**config.mk**
```make
export PLATFORM = sky130hd
export DESIGN_NAME = regfile_write_arbiter_flat
export DESIGN_NICKNAME = d
export VERILOG_FILES = /design/src/rtl/regfile_write_arbiter_if.sv /design/src/rtl/regfile_write_arbiter.sv /design/src/flat_wrapper.sv
export SDC_FILE = /design/constraint.sdc
export NUM_CORES = 1
export LEC_CHECK = 0
export CAP_MARGIN = 10
export CORE_MARGIN = 8
export CORE_UTILIZATION = 57
export DETAILED_ROUTE_END_ITERATION = 10
export PLACE_DENSITY = 0.85
export SLEW_MARGIN = 20
export SYNTH_ARGS = -nofsm -noshare
export SYNTH_HDL_FRONTEND = slang
export SYNTH_SLANG_ARGS = --single-unit
```
**constraint.sdc**
```tcl
create_clock -name clk -period 10.37 [get_ports clk]
set_clock_uncertainty 0.15 [all_clocks]
set_input_delay 2.074 -clock clk [delete_from_list [all_inputs] [get_ports clk]]
set_output_delay 2.074 -clock clk [all_outputs]
set_load 0.01 [all_outputs]
```
**src/rtl/regfile_write_arbiter_if.sv**
```systemverilog
// Register-file write-port bundle: pipeline WB, long-latency unit results, commit port, stall info.
// Pure wiring; no latency of its own.
// Backpressure on the LU side only, via lu_ready; WB side has none.
interface regfile_write_arbiter_if;
  logic        init_req;
  logic        wb_valid;
  logic [4:0]  wb_rd;
  logic [31:0] wb_data;
  logic        lu_valid;
  logic [4:0]  lu_rd;
  logic [31:0] lu_data;
  logic        lu_ready;
  logic        regwrite;
  logic [4:0]  write_reg;
  logic [31:0] write_data;
  logic        busy;
  logic [31:0] pend_mask;

  // Pipeline / LU side drives requests and observes the commit port.
  modport master (
    output init_req, wb_valid, wb_rd, wb_data, lu_valid, lu_rd, lu_data,
    input  lu_ready, regwrite, write_reg, write_data, busy, pend_mask
  );

  // Arbiter side.
  modport slave (
    input  init_req, wb_valid, wb_rd, wb_data, lu_valid, lu_rd, lu_data,
    output lu_ready, regwrite, write_reg, write_data, busy, pend_mask
  );
endinterface

```
**src/rtl/regfile_write_arbiter.sv**
```systemverilog
// Owns the register-file write port: WB (fixed priority) vs buffered LU results, plus an init sweep.
// Latency: 1 cycle from sampled request to registered write port.
// Backpressure: lu_ready low when FIFO full or not in RUN; WB never stalls, busy tells pipeline to stall.
module regfile_write_arbiter #(
  parameter int          NUM_REGS   = 32,
  parameter int          FIFO_DEPTH = 2,
  parameter logic [31:0] INIT_VALUE = 32'h0
) (
  input logic clk,
  input logic rst,
  regfile_write_arbiter_if.slave rf
);

  localparam int PW = (FIFO_DEPTH > 1) ? $clog2(FIFO_DEPTH) : 1;
  localparam int CW = $clog2(FIFO_DEPTH + 1);
  localparam logic [4:0]    LAST_IDX = 5'(NUM_REGS - 1);
  localparam logic [CW-1:0] DEPTH_C  = CW'(FIFO_DEPTH);

  typedef enum logic [1:0] {S_INIT, S_RUN, S_DRAIN} state_t;

  state_t        state_q, state_d;
  logic [4:0]    idx_q, idx_d;
  logic          regwrite_q, regwrite_d;
  logic [4:0]    write_reg_q, write_reg_d;
  logic [31:0]   write_data_q, write_data_d;

  logic [4:0]    fifo_rd_q   [FIFO_DEPTH];
  logic [31:0]   fifo_data_q [FIFO_DEPTH];
  logic [PW-1:0] rd_ptr_q, wr_ptr_q;
  logic [CW-1:0] count_q;
  logic [CW-1:0] occ_q [32];
  logic [31:0]   pend_mask_w;

  logic          lu_ready_w;
  logic          push;
  logic          pop;
  logic [4:0]    head_rd;
  logic [31:0]   head_data;

  // Full check uses the current count, so a full FIFO refuses even when popping this edge.
  assign lu_ready_w = (state_q == S_RUN) && (count_q < DEPTH_C);
  assign push       = rf.lu_valid && lu_ready_w;
  assign head_rd    = fifo_rd_q[rd_ptr_q];
  assign head_data  = fifo_data_q[rd_ptr_q];

  // State register for the INIT/RUN/DRAIN controller.
  always_ff @(posedge clk or posedge rst) begin
    if (rst) begin
      state_q <= S_INIT;
      idx_q   <= '0;
    end else begin
      state_q <= state_d;
      idx_q   <= idx_d;
    end
  end

  // Next state and write-port selection: sweep in INIT, WB over FIFO head otherwise; x0 writes are dropped.
  always_comb begin
    state_d      = state_q;
    idx_d        = idx_q;
    regwrite_d   = 1'b0;
    write_reg_d  = write_reg_q;
    write_data_d = write_data_q;
    pop          = 1'b0;
    case (state_q)
      S_INIT: begin
        regwrite_d   = 1'b1;
        write_reg_d  = idx_q;
        write_data_d = INIT_VALUE;
        idx_d        = idx_q + 5'd1;
        if (idx_q == LAST_IDX) begin
          idx_d   = '0;
          state_d = S_RUN;
        end
      end
      S_RUN, S_DRAIN: begin
        if (rf.wb_valid) begin
          write_reg_d  = rf.wb_rd;
          write_data_d = rf.wb_data;
          regwrite_d   = (rf.wb_rd != 5'd0);
        end else if (count_q != '0) begin
          pop          = 1'b1;
          write_reg_d  = head_rd;
          write_data_d = head_data;
          regwrite_d   = (head_rd != 5'd0);
        end
        if (state_q == S_RUN && rf.init_req) begin
          state_d = S_DRAIN;
        end else if (state_q == S_DRAIN && count_q == '0) begin
          state_d = S_INIT;
          idx_d   = '0;
        end
      end
      default: state_d = S_INIT;
    endcase
  end

  // Registered write port.
  always_ff @(posedge clk or posedge rst) begin
    if (rst) begin
      regwrite_q   <= 1'b0;
      write_reg_q  <= '0;
      write_data_q <= '0;
    end else begin
      regwrite_q   <= regwrite_d;
      write_reg_q  <= write_reg_d;
      write_data_q <= write_data_d;
    end
  end

  // FIFO pointers and occupancy; reset discards any buffered LU results.
  always_ff @(posedge clk or posedge rst) begin
    if (rst) begin
      rd_ptr_q <= '0;
      wr_ptr_q <= '0;
      count_q  <= '0;
    end else begin
      if (push) wr_ptr_q <= wr_ptr_q + PW'(1);
      if (pop)  rd_ptr_q <= rd_ptr_q + PW'(1);
      if (push && !pop)      count_q <= count_q + CW'(1);
      else if (!push && pop) count_q <= count_q - CW'(1);
    end
  end

  // FIFO storage; contents are meaningless until pushed, so no reset.
  always_ff @(posedge clk) begin
    if (push) begin
      fifo_rd_q[wr_ptr_q]   <= rf.lu_rd;
      fifo_data_q[wr_ptr_q] <= rf.lu_data;
    end
  end

  // Per-register count of buffered LU writes, so duplicates keep the pending bit until the last one commits.
  always_ff @(posedge clk or posedge rst) begin
    if (rst) begin
      for (int r = 0; r < 32; r++) occ_q[r] <= '0;
    end else begin
      for (int r = 1; r < 32; r++) begin
        if ((push && rf.lu_rd == 5'(r)) && !(pop && head_rd == 5'(r)))
          occ_q[r] <= occ_q[r] + CW'(1);
        else if (!(push && rf.lu_rd == 5'(r)) && (pop && head_rd == 5'(r)))
          occ_q[r] <= occ_q[r] - CW'(1);
      end
      occ_q[0] <= '0;
    end
  end

  // Pending mask is just "occupancy non-zero" per register.
  always_comb begin
    pend_mask_w = '0;
    for (int r = 0; r < 32; r++) pend_mask_w[r] = (occ_q[r] != '0);
  end

  assign rf.lu_ready   = lu_ready_w;
  assign rf.regwrite   = regwrite_q;
  assign rf.write_reg  = write_reg_q;
  assign rf.write_data = write_data_q;
  assign rf.busy       = (state_q != S_RUN);
  assign rf.pend_mask  = pend_mask_w;

endmodule
```
**src/flat_wrapper.sv**
```systemverilog
// flat-port wrapper written by rule: the top's interface ports become plain ports
module regfile_write_arbiter_flat 
#(
  parameter int          NUM_REGS   = 32,
  parameter int          FIFO_DEPTH = 2,
  parameter logic [31:0] INIT_VALUE = 32'h0
)
  (clk, rst, rf_init_req, rf_wb_valid, rf_wb_rd, rf_wb_data, rf_lu_valid, rf_lu_rd, rf_lu_data, rf_lu_ready, rf_regwrite, rf_write_reg, rf_write_data, rf_busy, rf_pend_mask);
  regfile_write_arbiter_if rf_i ();
  input logic clk;
  input logic rst;
  input wire logic [$bits(rf_i.init_req)-1:0] rf_init_req;
  input wire logic [$bits(rf_i.wb_valid)-1:0] rf_wb_valid;
  input wire logic [$bits(rf_i.wb_rd)-1:0] rf_wb_rd;
  input wire logic [$bits(rf_i.wb_data)-1:0] rf_wb_data;
  input wire logic [$bits(rf_i.lu_valid)-1:0] rf_lu_valid;
  input wire logic [$bits(rf_i.lu_rd)-1:0] rf_lu_rd;
  input wire logic [$bits(rf_i.lu_data)-1:0] rf_lu_data;
  output wire logic [$bits(rf_i.lu_ready)-1:0] rf_lu_ready;
  output wire logic [$bits(rf_i.regwrite)-1:0] rf_regwrite;
  output wire logic [$bits(rf_i.write_reg)-1:0] rf_write_reg;
  output wire logic [$bits(rf_i.write_data)-1:0] rf_write_data;
  output wire logic [$bits(rf_i.busy)-1:0] rf_busy;
  output wire logic [$bits(rf_i.pend_mask)-1:0] rf_pend_mask;
  assign rf_i.init_req = rf_init_req;
  assign rf_i.wb_valid = rf_wb_valid;
  assign rf_i.wb_rd = rf_wb_rd;
  assign rf_i.wb_data = rf_wb_data;
  assign rf_i.lu_valid = rf_lu_valid;
  assign rf_i.lu_rd = rf_lu_rd;
  assign rf_i.lu_data = rf_lu_data;
  assign rf_lu_ready = rf_i.lu_ready;
  assign rf_regwrite = rf_i.regwrite;
  assign rf_write_reg = rf_i.write_reg;
  assign rf_write_data = rf_i.write_data;
  assign rf_busy = rf_i.busy;
  assign rf_pend_mask = rf_i.pend_mask;
  regfile_write_arbiter #(.NUM_REGS(NUM_REGS), .FIFO_DEPTH(FIFO_DEPTH), .INIT_VALUE(INIT_VALUE)) u_core (.clk(clk), .rst(rst), .rf(rf_i));
endmodule
```
After elaboration in Yosys (flattened, before gate mapping)
Memories as Yosys holds them, arrays and structs flattened.
Cells that the tools add are included.
{"block": "totals", "n_memories": 2, "romBits": 0, "ram_bits": 74, "register_bits": 111, "inputBits": 79, "latchBits": 0}
{"memory": "u_core.fifo_data_q", "depth": 2, "width": 32, "read_ports": 1, "rd_clocked_by_memory_dff": 0, "wr": 1, "line": "regfile_write_arbiter.sv:28", "source": "logic [31:0] fifo_data_q [FIFO_DEPTH];"}
{"memory": "u_core.fifo_rd_q", "depth": 2, "width": 5, "read_ports": 1, "rd_clocked_by_memory_dff": 0, "wr": 1, "line": "regfile_write_arbiter.sv:27", "source": "logic [4:0] fifo_rd_q [FIFO_DEPTH];"}
{"block": "op_classes", "order_cmp": 1, "bitwise_logic": 0, "mux": 86, "eq_ne": 71, "mul": 0, "div_mod_pow": 0, "add_sub_neg": 67, "shifts": 0, "reduce_logical": 267}
{"operator": "5-bit == test (second input constant)", "n": 33}
{"operator": "2-bit two-way mux", "n": 67}
{"operator": "1-bit logical AND", "n": 130}
{"operator": "2-bit nonzero test", "n": 65}
{"operator": "5-bit by 4-bit == test with 1-bit output (second input constant)", "n": 16}
{"operator": "2-bit by 1-bit adder with 2-bit output (second input constant)", "n": 32}
{"operator": "1-bit zero test", "n": 64}
{"operator": "32-bit two-way mux", "n": 2}
{"operator": "32-bit one-hot mux with 2 select lines", "n": 1}
{"operator": "2-bit by 1-bit subtractor with 2-bit output (second input constant)", "n": 32}
{"operator": "5-bit by 3-bit == test with 1-bit output (second input constant)", "n": 8}
{"operator": "5-bit two-way mux", "n": 5}
{"operator": "5-bit by 2-bit == test with 1-bit output (second input constant)", "n": 4}
{"operator": "5-bit one-hot mux with 2 select lines", "n": 2}
{"operator": "5-bit by 1-bit == test with 1-bit output (second input constant)", "n": 2}
{"operator": "5-bit nonzero test", "n": 2}
{"operator": "1-bit two-way mux", "n": 7}
{"operator": "2-bit by 1-bit != test with 1-bit output (second input constant)", "n": 3}
{"operator": "5-bit by 1-bit adder with 5-bit output (second input constant)", "n": 1}
{"operator": "2-bit zero test", "n": 2}
{"operator": "2-bit one-hot mux with 2 select lines", "n": 1}
{"operator": "2-bit AND reduction", "n": 2}
{"operator": "3-bit by 1-bit != test with 1-bit output (second input constant)", "n": 1}
{"operator": "3-bit by 2-bit != test with 1-bit output (second input constant)", "n": 1}
{"operator": "other kinds (8)", "n": 9}

Longest topological paths before layout
Gate-level depths: netlist of run 1.
{"block": "depth", "word_depth": 8, "depth_mapped": 11, "ltp_nobuf": 11}

Worst setup path after synthesis of run 1
OpenSTA, ideal clock, no wires.
{"block": "synth_path", "kind": "input port to flip-flop", "startpoint": "input port rf_lu_valid", "endpoint": "memory u_core.fifo_data_q[0][0] (enable)", "setup_time_ns": 0.431, "t_arrival_ns": 3.800, "path_stages": 2, "slack_ns": 5.989, "required_time_ns": 9.789, "path_cell_list": "nand3b_1 > nor2_1"}
{"block": "synth_via", "elab_chain_cells": 3}
{"element": "start: declaration", "line": "flat_wrapper.sv:16", "source": "input wire logic [$bits(rf_i.lu_valid)-1:0] rf_lu_valid;"}
{"element": "1-bit logical AND", "line": "regfile_write_arbiter.sv:42", "source": "assign push = rf.lu_valid && lu_ready_w;"}
{"element": "1-bit two-way mux", "line": "regfile_write_arbiter.sv:127", "source": "if (push) begin"}
{"element": "1-bit two-way mux (implied by the code)", "line": "regfile_write_arbiter.sv:129", "source": "fifo_data_q[wr_ptr_q] <= rf.lu_data;"}
{"element": "end: declaration", "line": "regfile_write_arbiter.sv:28"}
Every way passes these cells.

Worst setup path in the final report of run 1
{"block": "layout_path", "startpoint": "register u_core.state_q[1]", "endpoint": "output port rf_lu_ready"}
{"block": "layout_via", "elab_chain_cells": 2}
{"element": "start: declaration", "line": "regfile_write_arbiter.sv:21", "source": "state_t state_q, state_d;"}
{"element": "start signal: assignment", "line": "regfile_write_arbiter.sv:52", "source": "state_q <= state_d;"}
{"element": "2-bit by 1-bit == test with 1-bit output", "line": "regfile_write_arbiter.sv:41", "source": "assign lu_ready_w = (state_q == S_RUN) && (count_q < DEPTH_C);"}
{"element": "1-bit logical AND", "line": "regfile_write_arbiter.sv:41"}
{"element": "end: declaration", "line": "flat_wrapper.sv:19", "source": "output wire logic [$bits(rf_i.lu_ready)-1:0] rf_lu_ready;"}
Every way passes these cells.

==> metrics.yaml, run 1 <==
ys_warn_count: 0
row_count: 45
place_congestion: 0.802
synth_cells: 758
netlist.top_cell.by_area: "dfrtp_1"
routed_wirelength_um: 19700
synth_top_area_share: 0.319
area_growth_pct: 26.2
synth-async-reset-ratio: 0.600
ys_ff_latch: 185
die_y_um: 140
cts_sinks: 185
n_antenna_cell: 0
grtUsageMet1: 0.251
relSlewSlack: 0.195
cts_resized: 0
p_leak_nw: 4.93
finalSetupTns_ns: 0
grt_overflow: 0
maxCapViolations: 0
r2r_slack_ns: 7.19
drv_slew: 0
crit_path_end_kind: "output pin"
dieArea_mm2: 0.0195
critPathArrivalTime_ns: 1.98
r2r-start: "u_core.rd_ptr_q"
required_ns: 8.15
period_needed_ns: 4.21
seq_area_frac_synth: 0.574
netlist_area_mm2: 0.00871
globalRouteMet2Util: 0.345
gr-usage-met3: 0.0595
synth_cell_type_count: 42
drt-initial-drc-count: 361
finalHoldViolCount: 0
synth_common_cells: "dfrtp_1, nor2_1, edfxtp_1, xor2_1, nand2_1"
coreArea_mm2: 0.0151
vias: 6018
crit_path_start: "u_core.state_q[1]"
placed_cell_area_mm2: 0.0103
top_register: "u_core.fifo_data_q"
synth_edf_count: 74
track_usage: 0.209
first_global_vias: 6227
power.total_mw: 2.53
syn_nets: 875
antenna_found_initial: 0
htreeDepth: 4
final_cells: 1105
postLayoutCellArea_mm2: 0.0110
cts_setup_buffers: 0
clk_pin_slew_ns: 0.07
grt.busiest_layer: "met2"
drive_gt1_frac: 0.0927
hp-start: "u_core.occ_q[33]"
dp_cells: 1072
power_density_mw_per_mm2: 230
numCtsBuffers: 17
grt_pass1_wl_um: 32000
dr.pass1.iters: 4
grt_max_degree: 74
hold_buffers: 0
ioPinCount: 151
ir_worst_vdd_mv: 0.157
synth.area.top_cells: "dfrtp_1, edfxtp_1, xor2_1, ha_1, nor2_1"
max_freq_ghz: 0.238
avgViaCountPerCell: 5.45
ant_nets: 0
start_util: 0.577
clock_latency_ns: 0.44
cts_max_path_buffers: 2
finalNetCount: 1021
chipWidth_um: 140
largest_reg_flops: 64
hold_path.class: "reg2reg"
root_buffer: "clkbuf_16"
cp_max_fo: 5
synth_ff_type: "dfrtp_1"
tritoncts: "done"
yosysMostFrequentCell: "dfrtp_1"
cp-start-kind: "flop"
port_buffers: 149
routedWlPerCell_um: 17.8
setup_violations: 0
critPathKind: "reg2out"
hpwl_um: 13700
outcome: "finished, final reports clean"
tightest_slew_ns: 1.20
rsz0062_at_grt: "no"
drcViolationCount: 0
timing.final.crit_share: 0.406
syn_area_per_cell_um2: 11.5
## logic make-up after synthesis
logic type,count (synthesis),share of synthesized area
DFF,185,0.574
muxes,39,0.0454
AOI/OAI and AO/OA,96,0.0664
adders and majority gates,38,0.0546
and+or+nand+nor,262,0.141
xor gates and xnor gates,98,0.0985
other,1,0.000430
buffers and inverters,39,0.0201
## worst paths after layout
check | to | cells after the start
max | rf_lu_ready | 5
min | u_core.occ_q[33] | 1
max reg2reg | u_core.occ_q[37] | 7
min reg2reg | u_core.occ_q[33] | 1
max in group asynchronous | u_core.rd_ptr_q | 3
min in group asynchronous | u_core.state_q[0] | 2
## cells in the final DEF (no fill, tap or decap), types with 7 or more instances in the layout
| cell | n |
|---|---|
| nand3_1 | 39 |
| clkinv_8 | 7 |
| nand2_1 | 44 |
| mux2i_1 | 35 |
| ha_1 | 38 |
| or2_2 | 32 |
| xor2_1 | 64 |
| edfxtp_1 | 74 |
| inv_1 | 10 |
| clkbuf_16 | 17 |
| clkdlybuf4s50_1 | 148 |
| o21ai_0 | 35 |
| xnor2_1 | 34 |
| o22ai_1 | 7 |
| dfrtp_1 | 110 |
| a21oi_1 | 37 |
| nand2b_1 | 11 |
| nor2_1 | 109 |
## per-layer routing
layer	vias to the layer above	routed length, um
met5	-	0
li1	2890	-
met2	190	9700
met1	2893	8150
met3	45	1200
met4	0	621
## report_power, final
group	leakage (nW)	internal [mW]	switching (mW)
logic	2.46	0.420	0.462
registers	2.17	0.895	0.103
clock network	0.298	0.329	0.321
total	4.93	1.64	0.886
## worst max-delay path, stage by stage, from the launching register on
cell and delay (ns):
dfrtp_1 0.40, inv_1 0.10, ha_1 0.32, inv_1 0.10, nor2_1 0.09, clkdlybuf4s50_1 0.54
## layout make-up
class	count	area (um^2)
Sequential cell	185	5000
Fill cell	1049	4090
Multi-Input combinational cell	534	3540
Timing Repair Buffer	155	1550
Clock buffer	17	425
Tap cell	188	235
Clock inverter	15	194
Inverter	11	43.8
## metrics by stage
step	hold slack (ns)	setup WS (ns)	util
after floorplan	0.284	5.22	-
after global placement	0.297	6.09	0.686
after detailed placement	0.299	6.03	0.686
after CTS	0.314	6.14	0.727
after global routing	0.322	6.05	0.729
final	0.308	6.16	0.729
Power figures use the tool's default switching activity.
==> run 2: changes to the inputs <==
Settings changed: CORE_UTILIZATION 57 to 53, PLACE_DENSITY 0.85 to 0.8.
Clock period 10.37 ns to 3.88 ns, I/O delays scaled along.
==> metrics.yaml, run 2 (synthesized netlist as in run 1, its figures left out) <==
outcome: "finished, final reports clean"
hpwl_um: 14100
power.total_mw: 6.73
clock_latency_ns: 0.44
nFillCells: 1252
grt_pass1_wl_um: 32500
vias: 5987
cts_resized: 0
cts_max_path_buffers: 2
htreeDepth: 4
ioPinCount: 151
area_growth_pct: 26.4
place_congestion: 0.815
drive_gt1_frac: 0.0936
drt-initial-drc-count: 367
seq_area_mm2: 0.00500
power_density_mw_per_mm2: 611
rsz0062_at_grt: "no"
hold_depth: 1
die_y_um: 144
row_count: 47
hold_path_end: "u_core.occ_q[37]"
ant_nets: 0
r2r_slack_ns: 1.12
max_freq_ghz: 0.344
routed_wirelength_um: 20200
preCtsSetupSlack_ns: 0.861
drcViolationCount: 0
cp_max_fo: 5
clk_pin_slew_ns: 0.07
multi_input_area_mm2: 0.00354
r2r-end: "u_core.occ_q[59]"
dp_cells: 1107
rr_worst_depth: 7
avgViaCountPerCell: 5.25
finalNetCount: 1023
port_buffers: 149
required_ns: 2.95
tightest_slew_ns: 0.951
finalHoldViolCount: 0
numCtsBuffers: 17
placed_cell_area_mm2: 0.0104
holdWs_ns: 0.308
top_register: "u_core.fifo_data_q"
antenna_found_initial: 1
coreArea_mm2: 0.0163
cp-start-kind: "flop"
final_common_cell: "clkdlybuf4s50_1"
post-route-util: 0.674
gr-usage-met3: 0.0548
relSlewSlack: 0.360
grtUsageMet1: 0.251
finalSetupTns_ns: 0
final_cell_mix: "clkdlybuf4s50_1, dfrtp_1, nor2_1"
critPathArrivalTime_ns: 1.98
grt_max_degree: 72
hold_buffers: 0
tritoncts: "done"
grt_overflow: 0
postLayoutCellArea_mm2: 0.0110
drv_slew: 0
p_leak_nw: 4.92
setup_ws_ns: 0.975
globalRouteMet2Util: 0.335
cts_setup_buffers: 0
chipWidth_um: 144
final_cells: 1141
setup_violations: 0
largest_reg_flops: 64
hold_path.class: "reg2reg"
first_global_vias: 6400
timing.final.crit_share: 0.749
cts_sinks: 185
crit_path_end_kind: "output pin"
root_buffer: "clkbuf_16"
ir_worst_vdd_mv: 0.433
r2r-start: "u_core.rd_ptr_q"
maxCapViolations: 0
period_needed_ns: 2.90
grt.busiest_layer: "met2"
dieArea_mm2: 0.0208
routedWlPerCell_um: 17.7
start_util: 0.533
hp-start: "u_core.occ_q[37]"
critPathKind: "reg2out"
track_usage: 0.205
dr.pass1.iters: 5
-- run 2: changes by cell type in the layout (fill, tap and decap cells not counted) --
cell        change
diode_2         +2
inv_12          -1
clkinvlp_4      +2
clkinv_1        +1
clkinv_2        +2
clkinv_4        +1
buf_16          -1
buf_12          +3
inv_8           +3
inv_6           -2
clkinv_8        -6
-- run 2: layout make-up --
type,count,area share
Antenna cell,2,0.000454
Inverter,11,0.00398
Clock buffer,17,0.0386
Clock inverter,15,0.0122
Multi-Input combinational cell,534,0.322
Tap cell,220,0.0250
Sequential cell,185,0.454
Timing Repair Buffer,157,0.144
-- run 2: where the power goes --
part           leakage, nW  internal [mW]  switching (mW)  total (mW)
logic                 2.48           1.14            1.24        2.38
registers             2.17           2.39           0.304        2.70
clock network        0.272          0.845           0.805        1.65
total                 4.92           4.38            2.35        6.73
-- run 2: worst max path at each step --
stage / startpoint / to / slack [ns]
2_1_floorplan: rst / u_core.count_q[0] / 0.02
3_3_place_gp: rf_lu_valid / u_core.occ_q[3] / 0.92
3_5_place_dp: rf_lu_valid / u_core.occ_q[5] / 0.86
4_1_cts: u_core.state_q[1] / rf_lu_ready / 0.97
5_1_grt: u_core.state_q[1] / rf_lu_ready / 0.87
6_report: u_core.state_q[1] / rf_lu_ready / 0.98
-- run 2: critical path, cell delays in order (launching register included) --
cell             delay, ns
dfrtp_1               0.42
inv_1                 0.11
ha_1                  0.30
inv_1                 0.09
nor2_1                0.09
clkdlybuf4s50_1       0.54
-- run 2: metal layers --
metal | vias to the layer above | part of all wire | routed length, um
li1 | 2899 | - | -
met1 | 2892 | 0.43 | 8610
met2 | 152 | 0.49 | 9810
met3 | 42 | 0.057 | 1140
met4 | 2 | 0.028 | 568
met5 | - | 0.00040 | 8
